===== src/rtl/tile_pkg.sv =====
// tile_pkg: shared constants, state encoding and LFSR/row helpers for the
// tile generator.
//   LANES      - number of tile lanes (one bit per lane in a row)
//   LANE0..2   - one-hot lane codes, lane0 in the MSB
//   LFSR_TAPS  - Galois feedback mask for the 8-bit right-shifting LFSR
//   state_e    - game FSM encoding (IDLE=0, RUN=1, PAUSE=2, OVER=3)
package tile_pkg;

    localparam int LANES = 3;

    localparam logic [LANES-1:0] LANE0 = 3'b100;
    localparam logic [LANES-1:0] LANE1 = 3'b010;
    localparam logic [LANES-1:0] LANE2 = 3'b001;

    localparam logic [7:0] LFSR_TAPS = 8'hB8;

    typedef enum logic [1:0] {
        ST_IDLE  = 2'd0,
        ST_RUN   = 2'd1,
        ST_PAUSE = 2'd2,
        ST_OVER  = 2'd3
    } state_e;

    // One Galois step: shift right, fold the taps in when a 1 falls out.
    function automatic logic [7:0] lfsr_next(input logic [7:0] v);
        return (v >> 1) ^ (v[0] ? LFSR_TAPS : 8'h00);
    endfunction

    // An all-zero LFSR would lock up, so a zero seed becomes 1.
    function automatic logic [7:0] seed_fix(input logic [7:0] s);
        return (s == 8'h00) ? 8'h01 : s;
    endfunction

    // Map an LFSR value to a one-hot row. Code 3 splits between the two
    // outer lanes so the middle lane is not over-represented.
    function automatic logic [LANES-1:0] row_of(input logic [7:0] v);
        case (v[1:0])
            2'd0:    return LANE0;
            2'd1:    return LANE1;
            2'd2:    return LANE2;
            default: return v[2] ? LANE0 : LANE2;
        endcase
    endfunction

endpackage


===== src/rtl/lfsr8.sv =====
// lfsr8: 8-bit Galois LFSR with synchronous load.
//   div_clk - clock
//   rst     - asynchronous active-low reset, loads the (fixed) seed
//   load    - reload seed; wins over adv
//   adv     - advance one step
//   seed    - reload value (0 is replaced by 1)
//   q       - current LFSR value
module lfsr8 import tile_pkg::*; (
    input  logic       div_clk,
    input  logic       rst,
    input  logic       load,
    input  logic       adv,
    input  logic [7:0] seed,
    output logic [7:0] q
);

    logic [7:0] q_q, q_d;

    always_comb begin
        q_d = q_q;
        if (load)     q_d = seed_fix(seed);
        else if (adv) q_d = lfsr_next(q_q);
    end

    always_ff @(posedge div_clk or negedge rst) begin
        if (!rst) q_q <= seed_fix(seed);
        else      q_q <= q_d;
    end

    assign q = q_q;

endmodule


===== src/rtl/tile_gen.sv =====
// tile_gen: pseudo-random tile row generator with a ROWS-deep scroll buffer,
// feeding the per-window scoring stage.
//   div_clk   - game clock
//   rst       - asynchronous active-low reset
//   start_n   - start/restart button, active-low, asynchronous
//   pause     - level, freezes scrolling while high
//   miss      - one-cycle pulse from downstream, ends the game
//   data      - bottom row (lane0 in bit 2), zero outside RUN/PAUSE
//   rows_flat - whole buffer, row 0 (top) in the MSBs
//   step      - one-cycle pulse after each buffer shift
//   row_count - rows emitted since start, saturating
//   state     - game state (IDLE/RUN/PAUSE/OVER)
module tile_gen import tile_pkg::*; #(
    parameter int unsigned WINDOW = 1000,
    parameter int unsigned ROWS   = 4,
    parameter logic [7:0]  SEED   = 8'hA5
) (
    input  logic                  div_clk,
    input  logic                  rst,
    input  logic                  start_n,
    input  logic                  pause,
    input  logic                  miss,
    output logic [LANES-1:0]      data,
    output logic [LANES*ROWS-1:0] rows_flat,
    output logic                  step,
    output logic [15:0]           row_count,
    output logic [1:0]            state
);

    localparam int CW = (WINDOW > 0) ? $clog2(WINDOW + 1) : 1;
    localparam logic [CW-1:0] CNT_LAST = CW'(WINDOW);

    // start_n: two synchronizer flops plus one history flop for the edge.
    logic sync1_q, sync2_q, sync3_q;
    logic start_evt;

    always_ff @(posedge div_clk or negedge rst) begin
        if (!rst) begin
            sync1_q <= 1'b1;
            sync2_q <= 1'b1;
            sync3_q <= 1'b1;
        end else begin
            sync1_q <= start_n;
            sync2_q <= sync1_q;
            sync3_q <= sync2_q;
        end
    end

    assign start_evt = sync3_q & ~sync2_q;

    // Game FSM
    state_e state_q, state_d;

    always_ff @(posedge div_clk or negedge rst) begin
        if (!rst) state_q <= ST_IDLE;
        else      state_q <= state_d;
    end

    always_comb begin
        state_d = state_q;
        case (state_q)
            ST_IDLE:  if (start_evt) state_d = ST_RUN;
            ST_RUN:   if (miss) state_d = ST_OVER;
                      else if (pause) state_d = ST_PAUSE;
            ST_PAUSE: if (miss) state_d = ST_OVER;
                      else if (!pause) state_d = ST_RUN;
            ST_OVER:  if (start_evt) state_d = ST_RUN;
            default:  state_d = ST_IDLE;
        endcase
    end

    logic                        playing, restart, adv, shift;
    logic [CW-1:0]               cnt_q, cnt_d;
    logic [ROWS-1:0][LANES-1:0]  rows_q, rows_d;
    logic [15:0]                 rc_q, rc_d;
    logic                        step_q;
    logic [7:0]                  lfsr_q;

    // The counter advances on every edge whose next state is RUN coming from
    // RUN or PAUSE: pause freezes it on the very edge it is raised, and the
    // release edge already counts, so a paused window loses nothing.
    always_comb begin
        playing = (state_q == ST_RUN) || (state_q == ST_PAUSE);
        restart = ((state_q == ST_IDLE) || (state_q == ST_OVER)) && start_evt;
        adv     = playing && !pause && !miss;
        shift   = adv && (cnt_q == CNT_LAST);
        data    = playing ? rows_q[ROWS-1] : '0;
    end

    always_comb begin
        cnt_d  = cnt_q;
        rows_d = rows_q;
        rc_d   = rc_q;
        if (restart) begin
            cnt_d  = '0;
            rows_d = '0;
            rc_d   = '0;
        end else if (shift) begin
            cnt_d = '0;
            for (int i = ROWS - 1; i > 0; i--) rows_d[i] = rows_q[i-1];
            // The new row uses the value the LFSR steps to on this edge.
            rows_d[0] = row_of(lfsr_next(lfsr_q));
            if (rc_q != 16'hFFFF) rc_d = rc_q + 16'd1;
        end else if (adv) begin
            cnt_d = cnt_q + CW'(1);
        end
    end

    always_ff @(posedge div_clk or negedge rst) begin
        if (!rst) begin
            cnt_q  <= '0;
            rows_q <= '0;
            rc_q   <= '0;
            step_q <= 1'b0;
        end else begin
            cnt_q  <= cnt_d;
            rows_q <= rows_d;
            rc_q   <= rc_d;
            step_q <= shift;
        end
    end

    lfsr8 u_lfsr (
        .div_clk (div_clk),
        .rst     (rst),
        .load    (restart),
        .adv     (shift),
        .seed    (SEED),
        .q       (lfsr_q)
    );

    for (genvar g = 0; g < ROWS; g++) begin : g_flat
        assign rows_flat[LANES*(ROWS-1-g) +: LANES] = rows_q[g];
    end

    assign step      = step_q;
    assign row_count = rc_q;
    assign state     = state_q;

endmodule


===== config.mk =====
export PLATFORM = sky130hd
export DESIGN_NAME = tile_gen
export DESIGN_NICKNAME = d
export VERILOG_FILES = /design/src/rtl/tile_pkg.sv /design/src/rtl/lfsr8.sv /design/src/rtl/tile_gen.sv
export SDC_FILE = /design/constraint.sdc
export NUM_CORES = 1
export LEC_CHECK = 0
export ABC_AREA = 0
export ABC_CLOCK_PERIOD_IN_PS = 2500
export BUFFER_PORTS_ARGS = -buffer_cell sky130_fd_sc_hd__buf_2
export CORE_MARGIN = 2
export CORE_UTILIZATION = 25
export DETAILED_ROUTE_END_ITERATION = 8
export MAX_ROUTING_LAYER = met4
export SYNTH_ARGS = -nofsm -noshare
export SYNTH_HDL_FRONTEND = slang
export SYNTH_SLANG_ARGS = --single-unit

===== constraint.sdc =====
create_clock -name div_clk -period 2.5 [get_ports div_clk]
set_input_delay 0.375 -clock div_clk [delete_from_list [all_inputs] [get_ports div_clk]]
set_output_delay 0.375 -clock div_clk [all_outputs]
set_load 0.01 [all_outputs]

Word level (Yosys, flattened, before mapping)
Index checks and enable logic that the tools add are counted.

storage, ports and cells
  bits in registers = 52
  input port bits = 5
  output and inout port bits = 34
  word-level logic and storage cells = 63

operators by class
  add/sub/neg operators = 2
  eq/ne operators = 10
  muxes and demuxes = 20
  bitwise operators = 3
  reduce and logical (&&, ||, !) cells = 16

operator list
  kind                   number
  $mux 16                3
  $mux 10                3
  $mux 12                2
  $mux 8                 3
  $add 16x1->16 const B  1
  $ne 16x16->1 const B   1
  $add 10x1->10 const B  1
  $eq 10x10->1 const B   1
  $mux 2                 5
  $pmux 3 s3             1
  $xor 7x8->8            1
  $eq 2x2->1 const B     3
  $mux 3                 2
  $ne 3x3->1 const B     2
  $pmux 2 s3             1
  $eq 2x1->1 const B     2
  $logic_and 1x1->1      4
  $logic_not 2->1        2
  $reduce_bool 2->1      2
  $reduce_and 3->1       1
  $reduce_bool 3->1      1
  $logic_not 1->1        2
  $logic_or 1x1->1       2
  $ne 2x1->1 const B     1
  other kinds (4)        4

Logic depth before layout (Yosys ltp)
Gate-level depths: netlist of the first run.

  depth in word-level cells = 7
  depth in mapped cells = 9
  gate-level depth less buffers = 7

Worst setup path before layout of the first run
No wires, ideal clock.

  kind = register to register
  start = register state_q[0] (netlist: state[0])
  end = register rows_q, in the netlist rows_flat[10]
  library setup time = 128 ps
  arrival time = 2247 ps
  data required time = 2372 ps
  slack = 125 ps
  cell stages (with the launch flop) = 10
  buffers on the path = 3
  clock period less this slack = 2375 ps
  path through = dfrtp_1 -> inv_1 -> ha_1 -> or3_1 -> buf_2 -> or4_1 -> clkbuf_1 -> buf_2 -> nand3_1 -> o21ai_0

on the way
  cells in the longest elaborated chain, start to end = 6
  elaborated cells on any way between the ends = 12
  classes of those cells = eq/ne (3); mux (1); reduce/logical (8)

RTL lines
  what                                             RTL line         source
  from (decl)                                      tile_gen.sv:52   state_e state_q, state_d;
  from (signal assigned)                           tile_gen.sv:56   else state_q <= state_d;
  $eq 2x1->1 / $eq 2x2->1 (equally long branches)  tile_gen.sv:83   playing = (state_q == ST_RUN) || (state_q == ST_PAUSE);
  $logic_or 1x1->1                                 tile_gen.sv:83
  $logic_and 1x1->1 (2 in series)                  tile_gen.sv:85   adv = playing && !pause && !miss;
  $logic_and 1x1->1                                tile_gen.sv:86   shift = adv && (cnt_q == CNT_LAST);
  $reduce_bool 2->1 (no line)                      --
  to (signal assigned)                             tile_gen.sv:117  rows_q <= rows_d;
  to (decl)                                        tile_gen.sv:74   logic [ROWS-1:0][LANES-1:0] rows_q, rows_d;

Several ways; a longest one is shown, not always the timed one.
A chain may end at the register's enable or synchronous reset.

Worst setup path after layout of the first run
  start = register state_q[0] (netlist: state[0])
  end = register rc_q[4] (netlist: row_count[4])

on the way
  cells in the longest elaborated chain, start to end = 7
  elaborated cells on any way between the ends = 14
  classes of those cells = eq/ne (3); mux (1); reduce/logical (10)

RTL lines
  what                                             RTL line         source
  $eq 2x1->1 / $eq 2x2->1 (equally long branches)  tile_gen.sv:83
  $logic_or 1x1->1                                 tile_gen.sv:83
  $logic_and 1x1->1 (2 in series)                  tile_gen.sv:85
  $logic_and 1x1->1                                tile_gen.sv:86
  $reduce_bool 2->1 (no line)                      --
  $reduce_and 2->1 (no line)                       --
  to (signal assigned)                             tile_gen.sv:118  rc_q <= rc_d;
  to (decl)                                        tile_gen.sv:75   logic [15:0] rc_q, rc_d;

Several ways; a longest one is shown, not always the timed one.

==> results of run 1 <==
registers in the layout, indices dropped and copies added (netlist names):
name       count
cnt_q         10
row_count     16
rows_flat     12
state          2
step           1
sync1_q        1
sync2_q        1
sync3_q        1
u_lfsr.q       8
metrics by stage:
step                worst slack [ns]  hold slack, ns
finish                        0.1487          0.1669
detailed placement            0.1135          0.3522
global route                -0.01398          0.1523
floorplan                     0.1247         0.07941
global placement              0.1537          0.3483
CTS                          0.07944          0.1519
critical path, stage by stage (launching register included):
cell and delay [ns]:
dfrtp_1 0.38, inv_1 0.07, ha_1 0.31, or3_4 0.42
nor4_4 0.41, o211ai_1 0.21, or4_1 0.43, nand2_1 0.08
final timing paths:
kind | depth (start not counted) | from | slack, ns | to
worst min register to register | 0 | sync1_q | 0.36 | sync2_q
worst min-delay path | 1 | start_n | 0.17 | sync1_q
worst max register to register | 7 | state[0] | 0.15 | row_count[4]
worst max-delay path | 7 | state[0] | 0.15 | row_count[4]
min in group asynchronous | 2 | rst | 0.18 | cnt_q[8]
max in group asynchronous | 2 | rst | 1.85 | rows_flat[5]
synthesized netlist by cell type, drive strengths merged (3+ instances only):
cell type	instances	area, um^2
nor4	3	48.80
and2	3	18.77
nand3	22	110.1
o21a	4	30.03
dfstp	7	183.9
buf	6	28.77
a21oi	16	80.08
nor2b	3	18.77
nand2	36	135.1
nand4	7	43.79
nor3	9	45.04
o2111ai	4	35.03
o211ai	5	37.54
or3	4	25.02
ha	6	75.07
clkbuf	6	22.52
xor2	11	96.34
nor2	21	78.83
o21ai	14	70.07
inv	8	30.03
xnor2	3	26.28
nand2b	3	18.77
and3	5	31.28
dfrtp	45	1126
cells in the final DEF (no fill, tap or decap), types with 3 or more instances in the layout:
| cell | n |
|---|---|
| inv_1 | 8 |
| o21ai_0 | 14 |
| nor2_1 | 21 |
| o21a_1 | 4 |
| clkbuf_1 | 3 |
| o211ai_1 | 5 |
| nand2_1 | 36 |
| nor2b_1 | 3 |
| nand3_1 | 22 |
| ha_1 | 6 |
| nand4_1 | 7 |
| clkbuf_8 | 5 |
| nand2b_1 | 3 |
| buf_2 | 38 |
| xor2_1 | 11 |
| buf_4 | 10 |
| or3_1 | 3 |
| xnor2_1 | 3 |
| nor3_1 | 9 |
| and2_1 | 3 |
| and3_1 | 5 |
| dfstp_2 | 7 |
| dfrtp_1 | 45 |
| a21oi_1 | 16 |
| o2111ai_1 | 4 |
cell type report:
class / count / share of cell area
Tap cell: 133 / 0.05526
Inverter: 8 / 0.009971
Clock buffer: 8 / 0.02659
Multi-Input combinational cell: 193 / 0.3814
Timing Repair Buffer: 49 / 0.09182
Sequential cell: 52 / 0.4350
logic make-up (layout without fill, tap and decap cells):
| group | after synthesis | in the layout |
|---|---|---|
| simple gates | 123 | 123 |
| buf+inv | 20 | 65 |
| compound gates | 48 | 48 |
| flops | 52 | 52 |
| mux | 2 | 2 |
| xor+xnor | 14 | 14 |
| fa+ha+maj | 6 | 6 |
per-layer routing:
layer	vias up	track usage	wire length [um]
met4	0	0.03143	52
met2	41	0.1695	2599
met5	-	-	0
li1	1013	-	-
met3	7	0.02682	230
met1	1016	0.1515	2828
power groups by stage:
| stage | sequential, mW | combinational (mW) | clock (mW) |
|---|---|---|---|
| final | 0.912 | 0.428 | 0.459 |
| after CTS | 0.914 | 0.406 | 0.487 |
| after floorplan | 0.930 | 0.249 | 0 |
| after detailed placement | 0.930 | 0.404 | 0 |
| after global routing | 0.919 | 0.481 | 0.515 |
| after global placement | 0.928 | 0.394 | 0 |
what timing repair did:
| item | CTS | global route |
|---|---|---|
| gates resized for setup | 0 | 2 |
| setup endpoints to repair | 0 | 6 |
| hold buffers | 0 | 0 |
| setup buffers | 0 | 3 |
==> flow_summary.yaml, run 1 <==
cells_and_area:
  area_growth_pct: 19.04
  final_cell_area_um2: 3012
  drive_above_1_share: 0.2161
  final_cell_count_no_fill: 443
  seq_area_um2: 1310
  fin_util: 0.3067
  n_antenna_cell: 0
  fillers: 1086
  multiInputGateArea_um2: 1149
  nNetsFinal: 320
synthesis:
  synth_compound_area_frac: 0.1157
  synth_top_family_by_area: "simple AND/OR/NAND/NOR gates"
  synth_ff_type: "dfrtp_1"
  synthSimpleGateAreaFrac: 0.2483
  synth_async_sr_flop_share: 1.000
  synth_xor_area_frac: 0.04847
  synth_mux_area_frac: 0.007913
  synth_area_per_cell_um2: 9.547
  synth-seq-area-share: 0.5178
  synth_seq_cells: 52
  synthAdderAreaFrac: 0.02967
  yosysWarnings: 0
  synth.net_count: 276
  synth_cells: 265
  synth_cell_types: 35
  syn-cell-area_um2: 2530
  synth-edff-count: 0
floorplan:
  start_util: 0.2576
  die_area_um2: 10940
  row_count: 36
  fp.dieH_um: 104.6
  fp.dieW_um: 104.6
  core_um2: 9819
  ioPinCount: 39
min_path:
  hp-class: "in2reg"
timing:
  slew_headroom: 0.5513
  min_period_over_period: 0.9405
  fmax_mhz: 425.3
  min_period_ns: 2.351
  worstMarginPinSlew_ns: 0.6730
  setup_tns_ns: 0
  slew_violations: 0
  fin_skew_ns: 0.006609
  hold_viol: 0
  finalSetupViolations: 0
placement:
  dp_hpwl_um: 3970
  place_inst: 432
  postPlaceCellArea_um2: 2900
  numPortBuffers: 38
  gp_congestion: 0.7656
status:
  status: "completed"
power:
  p_total_mw: 1.798
  power_frac_comb: 0.238
  p_seq_frac: 0.507
  p_clk_frac: 0.255
  ir_drop_mv: 0.2964
  p_sw_mw: 0.5689
  p_int_mw: 1.229
  p_per_area_nw_per_um2: 597.1
  p_leak_nw: 1.418
  p_sw_frac: 0.3163
routing:
  drc: 0
  firstDrtPassIters: 4
  wl_per_cell_um: 12.89
  vias: 2077
  routed_wirelength_um: 5710
  routed_via_density: 4.688
  drt_iter0_drc: 74
  drtAntennaViolNets: 0
global_routing:
  antenna_found_initial: 0
  track_usage: 0.1124
  grt_pass1_vias: 2010
  grt_max_degree: 53
  grt_pass1_wl_um: 9867
  grt_overflow: 0
worst_setup_path:
  crit_path_end_kind: "flip-flop"
  cp_data_required_time_ns: 2.75
  criticalPathCategory: "reg2reg"
  crit_fanout: 7
  startpoint_type: "flip-flop"
  arrival_ns: 2.60
clocking:
  cts.sinks: 52
  clock_latency_ns: 0.30
  cts_buffers: 5
  cts_max_level: 2
  cts_buffer_depth: 2
  cts_tree: "built"
  root_buffer: "clkbuf_8"
  path_clk_slew_ns: 0.09
job:
  cap_violations: 0
No activity file was read; power rests on OpenSTA's default activity.
==> run 2: changes to the inputs <==
--- a/config.mk
+++ b/config.mk
@@ -10,6 +10,7 @@
 export BUFFER_PORTS_ARGS = -buffer_cell sky130_fd_sc_hd__buf_2
 export CORE_MARGIN = 2
 export CORE_UTILIZATION = 25
+export CTS_BUF_LIST = sky130_fd_sc_hd__clkbuf_4 sky130_fd_sc_hd__clkbuf_8
 export DETAILED_ROUTE_END_ITERATION = 8
 export MAX_ROUTING_LAYER = met4
 export SYNTH_ARGS = -nofsm -noshare
==> run 2 against run 1 <==
Against the previous run: combinational power barely moved; clock skew barely moved; highest routed layer unchanged; sequential share of layout area fell by 0.16 points; critical path depth did not move; hold slack got worse by 0.0026 ns; final cell count did not move; register-to-register slack barely moved; first-iteration DRC count rose by 9.5%; critical endpoint unchanged; design area rose by 0.37%; wire length rose by 0.11%; worst setup slack got worse by 0.013 ns.
==> flow_summary.yaml, run 2 (synthesized netlist as in run 1, its figures left out) <==
status:
  status: "completed"
timing:
  fin_skew_ns: 0.006437
  min_period_ns: 2.364
  slew_violations: 0
  worstMarginPinSlew_ns: 0.6724
  hold_viol: 0
  fmax_mhz: 423.0
  min_period_over_period: 0.9457
  finalSetupViolations: 0
  slew_headroom: 0.5518
  whs_ns: 0.1644
floorplan:
  row_count: 36
  start_util: 0.2576
  core_um2: 9819
  die_area_um2: 10940
  fp.dieW_um: 104.6
  ioPinCount: 39
  fp.dieH_um: 104.6
cells_and_area:
  drive_above_1_share: 0.2258
  final_common_cell: "dfrtp_1"
  layout_common_cells: "45 x dfrtp_1, 38 x buf_2, 36 x nand2_1"
  nNetsFinal: 320
  n_antenna_cell: 0
  largest_register_ffs: 16
  area_growth_pct: 19.49
routing:
  routed_wirelength_um: 5716
  routed_via_density: 4.684
  wl_per_cell_um: 12.90
  drc: 0
  drt_iter0_drc: 81
  drtAntennaViolNets: 0
  firstDrtPassIters: 4
  vias: 2075
worst_setup_path:
  critical_path.startpoint: "state[0]"
  max_stage_delay_ns: 0.43
  crit_path_end_kind: "flip-flop"
  arrival_ns: 2.61
  crit_fanout: 7
  crit_chain: "inv_1 -> ha_1 -> or3_4 -> nor4_4 -> o211ai_1 -> or4_1 -> nand2_1"
  regToRegSetupSlack_ns: 0.14
  cpMaxStageDelayCell: "or4_1"
  cp_data_required_time_ns: 2.74
  reg2reg_from: "state[0]"
  r2r_cells: 7
  criticalPathCategory: "reg2reg"
  startpoint_type: "flip-flop"
  r2r-end: "row_count[4]"
placement:
  gp_congestion: 0.7656
  dp_hpwl_um: 3970
  numPortBuffers: 38
clocking:
  root_buffer: "clkbuf_8"
  cts_buffer_depth: 2
  cts_max_level: 2
  clock_latency_ns: 0.30
  cts.sinks: 52
  cts_buffers: 5
  cts_hold_buf: 0
  cts_tree: "built"
  path_clk_slew_ns: 0.09
job:
  cap_violations: 0
min_path:
  hold_start: "start_n"
  hp-class: "in2reg"
  holdPathStages: 1
  hold_end: "sync1_q"
global_routing:
  grt_pass1_wl_um: 9860
  antenna_found_initial: 0
  grt_pass1_vias: 2010
  grt_overflow: 0
  track_usage: 0.1124
  grt_max_degree: 53
power:
  p_total_mw: 1.835
  ir_drop_mv: 0.3111
  p_leak_nw: 1.428
  p_per_area_nw_per_um2: 606.9
==> run 2: cell counts in the layout (fill, tap and decap cells not counted) <==
Identical to the previous run, type by type.
==> run 2: worst max-delay path by stage <==
stage	cells after the start	endpoint
after floorplan	9	rows_flat[10]
after global placement	8	row_count[3]
after detailed placement	7	row_count[4]
after CTS	7	row_count[4]
after global routing	7	row_count[4]
final	7	row_count[4]
==> run 2: per-layer routing <==
layer,global-route usage,vias to the layer above,share of wire
li1,-,1013,-
met1,0.1511,1018,0.49
met2,0.1699,37,0.46
met3,0.02682,7,0.039
met4,0.03143,0,0.0089
met5,-,-,0
==> run 2: area by class of cell <==
class	instances	area, um^2
clock buffer	8	91.34
inverter	8	30.03
timing repair buffer	49	276.5
sequential	52	1310
multi-input combinational	193	1149
tap	133	166.4
fill	1082	6797
==> run 2: power by group <==
| part | switching, mW | internal (mW) | leakage, nW | total, mW |
|---|---|---|---|---|
| Combinational | 0.277 | 0.151 | 0.684 | 0.428 |
| Sequential | 0.0331 | 0.879 | 0.694 | 0.912 |
| Clock | 0.262 | 0.232 | 0.0498 | 0.495 |
==> run 2: what timing repair did <==
item                       CTS  global route
setup endpoints to repair    0             6
gates resized for setup      0             2
buffers inserted             0             3
==> run 2: worst max-delay path: cells and delay by family (launching register included) <==
kind | cells | cell delay [ns]
adder cells (fa/ha/maj) | 1 | 0.31
buffers and inverters | 1 | 0.07
AO/OA/AOI/OAI | 1 | 0.21
flip-flops | 1 | 0.38
AND/OR/NAND/NOR | 4 | 1.34
==> run 2: metrics by stage <==
stage          cell area, um^2  setup slack [ns]  instances  TNS (ns)  utilization
2_1_floorplan             2530            0.1247        265         0            -
3_3_place_gp              2900            0.1537        432         0       0.2954
3_5_place_dp              2900            0.1135        432         0       0.2954
4_1_cts                   2992           0.08215        440         0       0.3047
5_1_grt                   3023          -0.01410        443  -0.01929       0.3078
6_report                  3023            0.1357        443         0       0.3078
==> run 3: changes to the inputs <==
--- a/config.mk
+++ b/config.mk
@@ -8,11 +8,14 @@
 export ABC_AREA = 0
 export ABC_CLOCK_PERIOD_IN_PS = 2500
 export BUFFER_PORTS_ARGS = -buffer_cell sky130_fd_sc_hd__buf_2
+export CELL_PAD_IN_SITES_DETAIL_PLACEMENT = 1
+export CELL_PAD_IN_SITES_GLOBAL_PLACEMENT = 1
 export CORE_MARGIN = 2
-export CORE_UTILIZATION = 25
+export CORE_UTILIZATION = 40
 export CTS_BUF_LIST = sky130_fd_sc_hd__clkbuf_4 sky130_fd_sc_hd__clkbuf_8
 export DETAILED_ROUTE_END_ITERATION = 8
 export MAX_ROUTING_LAYER = met4
+export PLACE_DENSITY_LB_ADDON = 0.1
 export SYNTH_ARGS = -nofsm -noshare
 export SYNTH_HDL_FRONTEND = slang
 export SYNTH_SLANG_ARGS = --single-unit
==> run 3 against run 2 <==
Against the previous run: clock skew is 0.0024 ns lower; sequential share of layout area grew 1.3 points; register-to-register slack improved by 0.09 ns; flip-flop and latch count unchanged; utilization is 18 points higher; critical path depth unchanged; worst setup slack better by 0.092 ns; design area down 2.8%; critical endpoint unchanged; largest cell class unchanged; largest power group unchanged; highest routed layer unchanged.
==> flow_summary.yaml, run 3 (synthesized netlist as in run 1, its figures left out) <==
clocking:
  clock_latency_ns: 0.30
  cts_buffer_depth: 2
  cts_hold_buf: 0
  cts.sinks: 52
  path_clk_slew_ns: 0.09
  cts_max_level: 2
  cts_buffers: 5
  root_buffer: "clkbuf_8"
  cts_tree: "built"
timing:
  slew_headroom: 0.5429
  hold_viol: 0
  finalSetupViolations: 0
  fmax_mhz: 440.0
  min_period_over_period: 0.9090
  fin_skew_ns: 0.004074
  slew_violations: 0
  min_period_ns: 2.273
  setup_tns_ns: 0
  rsz0062_at_grt: "no"
  whs_ns: 0.1628
  worstMarginPinSlew_ns: 0.6857
floorplan:
  row_count: 28
  fp.dieW_um: 83.53
  die_area_um2: 6977
  ioPinCount: 39
  core_um2: 6026
  start_util: 0.4199
  fp.dieH_um: 83.53
worst_setup_path:
  crit_path_end_kind: "flip-flop"
  criticalPathCategory: "reg2reg"
  cp_data_required_time_ns: 2.74
  startpoint_type: "flip-flop"
  arrival_ns: 2.52
  crit_fanout: 7
global_routing:
  antenna_found_initial: 0
  grt_pass1_vias: 2182
  grt_pass1_wl_um: 10620
  track_usage: 0.1918
  grt_overflow: 0
  grt_max_degree: 53
power:
  p_per_area_nw_per_um2: 630.0
  ir_drop_mv: 0.4828
  p_leak_nw: 1.423
  p_total_mw: 1.851
min_path:
  hp-class: "in2reg"
cells_and_area:
  final_common_cell: "dfrtp_1"
  layout_common_cells: "45 x dfrtp_1, 38 x buf_2, 36 x nand2_1"
  multiInputGateArea_um2: 1149
  largest_register_ffs: 16
  area_growth_pct: 16.12
  fillers: 742
  drive_above_1_share: 0.2208
  seq_area_um2: 1310
  n_antenna_cell: 0
  nNetsFinal: 318
routing:
  drc: 0
  vias: 2077
  firstDrtPassIters: 4
  wl_per_cell_um: 15.93
  drtAntennaViolNets: 0
  routed_via_density: 5.423
  routed_wirelength_um: 6101
  drt_iter0_drc: 81
status:
  status: "completed"
placement:
  gp_congestion: 0.7335
  dp_hpwl_um: 4165
  numPortBuffers: 38
job:
  cap_violations: 0
==> run 3: changes by cell type in the layout (fill, tap and decap cells not counted), sizes merged <==
cell	previous run	this run
buf	49	47
==> run 3: timing repair <==
action	4_1_cts	5_1_grt
setup buffers	0	0
resized for setup	0	1
setup endpoints to repair	0	7
==> run 3: layout make-up <==
| class | instances | area share |
|---|---|---|
| clock buffer | 8 | 0.03322 |
| inverter | 8 | 0.01022 |
| timing repair buffer | 47 | 0.08773 |
| multi-input combinational | 193 | 0.3910 |
| sequential | 52 | 0.4459 |
| tap | 75 | 0.03194 |
==> run 3: power breakdown <==
part           total, mW  leakage, nW  switching [mW]  internal (mW)
Combinational      0.416        0.676           0.276          0.140
Clock              0.523       0.0523           0.274          0.248
Sequential         0.912        0.694          0.0329          0.879
Total               1.85         1.42           0.583           1.27
==> run 3: layer usage <==
metal  wire [um]  vias up  global-route usage  part of all wire
li1            -     1005                   -                 -
met1        2883     1032              0.2586              0.47
met2        2963       35              0.3057              0.49
met3         203        5             0.03363             0.033
met4          51        0             0.04399            0.0084
met5           0        -                   -                 0
==> run 3: worst paths after layout <==
path                       startpoint            end  slack, ns  depth (start not counted)
max reg2reg                  state[0]   row_count[4]       0.23                          7
min reg2reg                   sync1_q        sync2_q       0.36                          0
min in group asynchronous         rst       cnt_q[8]       0.18                          2
max in group asynchronous         rst  row_count[14]       1.85                          2
max                          state[0]   row_count[4]       0.23                          7
min                           start_n        sync1_q       0.16                          1
==> run 3: stage by stage <==
stage	cell area, um^2	setup WS, ns	cells	util
final	2938	0.2275	383	0.4875
after global routing	2938	0.07187	383	0.4875
after global placement	2835	0.1750	375	0.4705
after CTS	2933	0.1054	383	0.4867
after floorplan	2530	0.1247	265	-
after detailed placement	2835	0.1517	375	0.4705
==> run 3: critical path: stages, from the launching register on <==
cell      delay [ns]
dfrtp_1         0.40
inv_1           0.07
ha_1            0.32
or3_4           0.46
nor4_4          0.23
o211ai_1        0.21
or4_1           0.43
nand2_1         0.09
